`config.mk`:
```
export PLATFORM = sky130hd
export DESIGN_NAME = sram_xfer_ctrl_flat
export DESIGN_NICKNAME = d
export VERILOG_FILES = /design/src/rtl/sram_xfer_pkg.sv /design/src/rtl/sram_xfer_ctrl_if.sv /design/src/rtl/sram_xfer_ctrl.sv /design/src/flat_wrapper.sv
export SDC_FILE = /design/constraint.sdc
export NUM_CORES = 1
export LEC_CHECK = 0
export BUFFER_PORTS_ARGS = -buffer_cell sky130_fd_sc_hd__buf_4
export CORE_MARGIN = 5
export CORE_UTILIZATION = 47
export DETAILED_ROUTE_END_ITERATION = 10
export GPL_ROUTABILITY_DRIVEN = 0
export PLACE_DENSITY_LB_ADDON = 0.1
export SYNTH_ARGS = -nofsm -noshare
export SYNTH_HDL_FRONTEND = slang
export SYNTH_SLANG_ARGS = --single-unit
```
`constraint.sdc`:
```
create_clock -name clk_sys -period 3.1 [get_ports clk_sys]
set_input_delay 0.155 -clock clk_sys [delete_from_list [all_inputs] [get_ports clk_sys]]
set_output_delay 0.155 -clock clk_sys [all_outputs]
set_load 0.01 [all_outputs]
```
`src/rtl/sram_xfer_pkg.sv`:
```
// Shared types and defaults for the backup-RAM transfer controller.
package sram_xfer_pkg;

  localparam int WORDS_DEFAULT = 16384;
  localparam int IDX_W         = 14;

  typedef enum logic [2:0] {
    ST_IDLE,
    ST_LOAD,
    ST_SAVE_ADDR,
    ST_SAVE_DATA,
    ST_SAVE_HOLD,
    ST_FINISH
  } state_t;

endpackage

```
`src/rtl/sram_xfer_ctrl_if.sv`:
```
// Host word stream and backup-RAM port B signals of the transfer controller.
interface sram_xfer_ctrl_if;

  logic [31:0] host_wdata;
  logic        host_wvalid;
  logic        host_wready;
  logic [31:0] host_rdata;
  logic        host_rvalid;
  logic        host_rready;
  logic [15:0] sram_addr;
  logic        sram_wr;
  logic [31:0] sd_buff_dout;
  logic [31:0] sd_buff_din_sram;

  // controller side
  modport slave (
    input  host_wdata, host_wvalid, host_rready, sd_buff_din_sram,
    output host_wready, host_rdata, host_rvalid, sram_addr, sram_wr, sd_buff_dout
  );

  // host / RAM side
  modport master (
    output host_wdata, host_wvalid, host_rready, sd_buff_din_sram,
    input  host_wready, host_rdata, host_rvalid, sram_addr, sram_wr, sd_buff_dout
  );

endinterface

```
`src/rtl/sram_xfer_ctrl.sv`:
```
// Backup-RAM load/save controller: streams WORDS 32-bit words between the
// host and RAM port B and tracks whether the 68k modified the RAM.
//
// state        | meaning
// ST_IDLE      | waiting for load_req / save_req
// ST_LOAD      | accept host words, write each to RAM at idx
// ST_SAVE_ADDR | present idx to RAM
// ST_SAVE_DATA | RAM data valid, capture into host_rdata
// ST_SAVE_HOLD | host_rvalid held until host_rready
// ST_FINISH    | one-cycle done pulse, settle dirty
module sram_xfer_ctrl
  import sram_xfer_pkg::*;
#(
  parameter int WORDS = WORDS_DEFAULT
) (
  input  logic             clk_sys,
  input  logic             reset,
  input  logic             load_req,
  input  logic             save_req,
  input  logic             abort,
  input  logic             m68k_wr,
  output logic             busy,
  output logic             done,
  output logic             dirty,
  sram_xfer_ctrl_if.slave  bus
);

  localparam logic [IDX_W-1:0] LAST_IDX = IDX_W'(WORDS - 1);

  state_t           state;
  logic [IDX_W-1:0] idx;
  logic             wready_q;
  logic             rvalid_q;
  logic [31:0]      rdata_q;
  logic             m68k_seen;
  logic             wr_accept;

  // An abort cycle must not write, so the accept is masked by abort.
  assign wr_accept        = (state == ST_LOAD) && wready_q && bus.host_wvalid && !abort;
  assign bus.host_wready  = wready_q && !abort;
  assign bus.sram_wr      = wr_accept;
  assign bus.sd_buff_dout = bus.host_wdata;
  assign bus.sram_addr    = {idx, 2'b00};
  assign bus.host_rdata   = rdata_q;
  assign bus.host_rvalid  = rvalid_q;

  // Transfer FSM with index counter, registered handshake outputs and dirty tracking.
  always_ff @(posedge clk_sys) begin
    if (reset) begin
      state     <= ST_IDLE;
      idx       <= '0;
      busy      <= 1'b0;
      done      <= 1'b0;
      dirty     <= 1'b0;
      wready_q  <= 1'b0;
      rvalid_q  <= 1'b0;
      rdata_q   <= '0;
      m68k_seen <= 1'b0;
    end else begin
      done <= 1'b0;
      if (m68k_wr) dirty <= 1'b1;
      if (state != ST_IDLE && m68k_wr) m68k_seen <= 1'b1;

      if (state != ST_IDLE && abort) begin
        state    <= ST_IDLE;
        busy     <= 1'b0;
        wready_q <= 1'b0;
        rvalid_q <= 1'b0;
      end else begin
        case (state)
          ST_IDLE: begin
            // the start cycle itself counts as part of the operation
            m68k_seen <= m68k_wr;
            if (load_req) begin
              state    <= ST_LOAD;
              idx      <= '0;
              busy     <= 1'b1;
              wready_q <= 1'b1;
            end else if (save_req) begin
              state <= ST_SAVE_ADDR;
              idx   <= '0;
              busy  <= 1'b1;
            end
          end
          ST_LOAD: begin
            if (wr_accept) begin
              if (idx == LAST_IDX) begin
                state    <= ST_FINISH;
                wready_q <= 1'b0;
                done     <= 1'b1;
              end else begin
                idx <= idx + IDX_W'(1);
              end
            end
          end
          ST_SAVE_ADDR: state <= ST_SAVE_DATA;
          ST_SAVE_DATA: begin
            rdata_q  <= bus.sd_buff_din_sram;
            rvalid_q <= 1'b1;
            state    <= ST_SAVE_HOLD;
          end
          ST_SAVE_HOLD: begin
            if (bus.host_rready) begin
              rvalid_q <= 1'b0;
              if (idx == LAST_IDX) begin
                state <= ST_FINISH;
                done  <= 1'b1;
              end else begin
                idx   <= idx + IDX_W'(1);
                state <= ST_SAVE_ADDR;
              end
            end
          end
          ST_FINISH: begin
            state <= ST_IDLE;
            busy  <= 1'b0;
            dirty <= m68k_seen || m68k_wr;
          end
          default: begin
            state    <= ST_IDLE;
            busy     <= 1'b0;
            wready_q <= 1'b0;
            rvalid_q <= 1'b0;
          end
        endcase
      end
    end
  end

endmodule

```
`src/flat_wrapper.sv`:
```
// flat-port wrapper written by rule: the top's interface ports become plain ports
module sram_xfer_ctrl_flat import sram_xfer_pkg::*;
#(
  parameter int WORDS = WORDS_DEFAULT
)
  (clk_sys, reset, load_req, save_req, abort, m68k_wr, busy, done, dirty, bus_host_wdata, bus_host_wvalid, bus_host_rready, bus_sd_buff_din_sram, bus_host_wready, bus_host_rdata, bus_host_rvalid, bus_sram_addr, bus_sram_wr, bus_sd_buff_dout);
  sram_xfer_ctrl_if bus_i ();
  input  logic clk_sys;
  input  logic reset;
  input  logic load_req;
  input  logic save_req;
  input  logic abort;
  input  logic m68k_wr;
  output logic busy;
  output logic done;
  output logic dirty;
  input wire logic [$bits(bus_i.host_wdata)-1:0] bus_host_wdata;
  input wire logic [$bits(bus_i.host_wvalid)-1:0] bus_host_wvalid;
  input wire logic [$bits(bus_i.host_rready)-1:0] bus_host_rready;
  input wire logic [$bits(bus_i.sd_buff_din_sram)-1:0] bus_sd_buff_din_sram;
  output wire logic [$bits(bus_i.host_wready)-1:0] bus_host_wready;
  output wire logic [$bits(bus_i.host_rdata)-1:0] bus_host_rdata;
  output wire logic [$bits(bus_i.host_rvalid)-1:0] bus_host_rvalid;
  output wire logic [$bits(bus_i.sram_addr)-1:0] bus_sram_addr;
  output wire logic [$bits(bus_i.sram_wr)-1:0] bus_sram_wr;
  output wire logic [$bits(bus_i.sd_buff_dout)-1:0] bus_sd_buff_dout;
  assign bus_i.host_wdata = bus_host_wdata;
  assign bus_i.host_wvalid = bus_host_wvalid;
  assign bus_i.host_rready = bus_host_rready;
  assign bus_i.sd_buff_din_sram = bus_sd_buff_din_sram;
  assign bus_host_wready = bus_i.host_wready;
  assign bus_host_rdata = bus_i.host_rdata;
  assign bus_host_rvalid = bus_i.host_rvalid;
  assign bus_sram_addr = bus_i.sram_addr;
  assign bus_sram_wr = bus_i.sram_wr;
  assign bus_sd_buff_dout = bus_i.sd_buff_dout;
  sram_xfer_ctrl #(.WORDS(WORDS)) u_core (.clk_sys(clk_sys), .reset(reset), .load_req(load_req), .save_req(save_req), .abort(abort), .m68k_wr(m68k_wr), .busy(busy), .done(done), .dirty(dirty), .bus(bus_i));
endmodule
```
==> results.md <==
- Total power: 1446 uW
- Max Cap Viol: 0
- Final slew viol count: 0
- DRT Wirelength: 6.343 mm
- Diodes inserted: 0
- Synthesized area per cell: 7.740 sq um
- Total negative slack: 0 ps
- Most common cell after layout, fill and taps aside: buf_4
- Post-synth top flop: dfxtp_1
- Post-synth ARST share: 0
- Num CTS Buffers: 5
- Yosys top cell by area: dfxtp_1
- Switching Fraction: 0.2586
- Worst r2r path cells: 4
- Pre-CTS WS: 1023 ps
- DIE WIDTH: 84.61 um
- Total global routing overflow: 0
- DRC violations left: 0
- Setup Skew: 16.05 ps
- Slew @ Worst Pin: 1035 ps
- Share of post-route cells with drive strength above 1: 0.2861
- Wire per inst: 13.79 um
- Core Area: 5473 sq um
- Max VDD drop: 0.2310 mV
- Crit path required time: 3340 ps
- Largest net degree at the start of global routing: 44
- FF+latch area: 1101 sq um
- Hold Path Class: primary input to flop
- Mapped Cells: 338
- Clk Latency, worst-skew pair: 310 ps
- DP HPWL: 4.481 mm
- Slew HR: 0.3101
- RSZ-0062 raised after global routing: no
- Cts repair resizes: 0
- Hold-fix buffers at CTS: 0
- Synth-to-layout area growth: 22.05%
- Area occupied by multi-input gates: 1177 sq um
- Setup ws final: 1039 ps
- Busiest layer in global routing: met2
- Peak Freq: 0.4852 GHz
- Area of the die: 7159 sq um
- Fillers: 538
- CP Launch Type: flop
- IO Count: 158
- Flop pwr share: 0.520
- Clock Sinks: 55
- DRT Pass-1 Iters: 4
- Cell Area, Synth: 2616 sq um
- Via/cell ratio: 5.135
- Met3 usage: 0.05594
- Rows: 27
- Fin nets: 460
- Static Leakage: 0.001307 uW
- Final Hold Fails: 0
- CTS Buffer Depth: 2
- Die height: 84.61 um
- Port bufs: 91
- Vias in the first global route: 2212
- Seq/Total Area, Yosys: 0.4209
- WHS Path Cells: 3
- Final ANT Viol Nets: 0
- EDFF count, synth: 0
- Setup violators final: 0
- Initial core utilization: 0.4781
- CTS tree: yes
- Tcrit/Tclk final: 0.6649
- Vias: 2362
- CP max FO: 32
- Logic pwr share: 0.150
- Overall routing resource usage: 0.1710
- First-pass GRT wire length: 10.36 mm
- Outcome: complete, no violations
- Synth warn: 0
- Synth cell types: 43
- Met1 usage: 0.2278
- Yosys reg bits: 55
- Pint: 1072 uW
- Initial antenna violation count: 0
- Most frequent cells in the layout: buf_4 (93), nand2_1 (78), dfxtp_1 (55), a21oi_1 (49), nor2_1 (16)
- Crit end category: flop
- Clock slew at reported path FFs: 110 ps
- Top post-synthesis cells by area: dfxtp_1 (42%), nand2_1 (11%), buf_4 (10%)
- Post-synth top area share: 0.4209
- Critical path class: flop to flop
- Min cycle time layout: 2061 ps
- Initial DRC count: 79
- Setup bufs post-CTS: 0
- Power Density: 452.7 nW/um^2
- H-tree lvl count: 2
- Root Buffer: clkbuf_8
- Clock Power Share: 0.330
- Met2 usage: 0.2619
- Worst endpoint data arrival time: 2300 ps
- Net switching power: 373.9 uW
-- final timing paths --
| check | from | end | slack (ps) |
|---|---|---|---|
| max | u_core.state[2]$_SDFFE_PP0P_ | u_core.bus.host_rdata[2]$_SDFFE_PP0P_ | 1040 |
| min | bus_sd_buff_din_sram[16] | u_core.bus.host_rdata[16]$_SDFFE_PP0P_ | 80 |
| max reg2reg | u_core.state[2]$_SDFFE_PP0P_ | u_core.bus.host_rdata[2]$_SDFFE_PP0P_ | 1040 |
| min reg2reg | u_core.bus.host_rdata[7]$_SDFFE_PP0P_ | u_core.bus.host_rdata[7]$_SDFFE_PP0P_ | 460 |
-- per-layer routing --
| layer | up-vias | wire [um] |
|---|---|---|
| met5 | - | 0 |
| met1 | 1058 | 2896 |
| met4 | 0 | 72 |
| met2 | 80 | 2874 |
| li1 | 1213 | - |
| met3 | 11 | 499 |
-- cells by family (layout without fill, tap and decap cells) --
logic type | Yosys count | count (layout) | share of synthesized area
fa+ha+maj | 1 | 1 | 0.004782
simple gates | 136 | 136 | 0.2387
compound gates | 87 | 87 | 0.1937
buf+inv | 56 | 105 | 0.1325
mux | 2 | 2 | 0.008130
flops | 55 | 55 | 0.4209
other cells | 1 | 2 | 0.001433
-- power by group through the flow --
stage / Sequential, uW / Combinational [uW] / Clock [uW]
after floorplan: 762 / 176 / 0
after global placement: 767 / 216 / 0
after detailed placement: 768 / 217 / 0
after CTS: 752 / 218 / 497
after global routing: 756 / 240 / 523
final: 752 / 216 / 478
-- synth_stat cells, types with 2 or more instances --
cell type,count
nand2b_1,5
nand2_1,78
a31oi_1,6
or3_1,3
nor2_1,16
dfxtp_1,55
o31ai_1,5
and2_1,2
a211oi_1,3
inv_2,2
a41oi_1,2
a21o_1,2
a21oi_1,49
and4_1,3
buf_4,35
buf_2,4
nand4_1,3
nand3_1,8
and3_1,3
clkbuf_1,13
inv_1,2
nor3_1,6
o21ai_0,13
-- final cells by class --
cell class,instances,area share
Clock buffer,6,0.02273
Tap cell,72,0.02821
Clock inverter,2,0.01215
Multi-Input combinational cell,228,0.3687
Inverter,4,0.004702
Sequential cell,55,0.3448
Timing Repair Buffer,93,0.2187
-- stage by stage --
stage	cells	util	area, sq um	hold slack [ps]
floorplan	339	-	2620	272.4
global placement	452	0.5631	3082	310.1
detailed placement	452	0.5631	3082	310.1
CTS	460	0.5834	3193	71.26
global route	460	0.5834	3193	67.76
finish	460	0.5834	3193	77.14
-- sequential cells by signal, indices dropped and copies added (netlist names) --
name                    cells
u_core.bus.host_rvalid      1
u_core.m68k_seen            1
u_core.wready_q             1
u_core.dirty                1
u_core.state                3
u_core.done                 1
u_core.busy                 1
u_core.bus.host_rdata      32
u_core.idx                 14
-- critical path, stage by stage (launching register included) --
cell and delay, ps:
dfxtp_1 580, nand2b_2 290, or3_1 820, nand2_1 130, a21oi_1 170
Note: power is estimated with default switching activity, not from simulation.
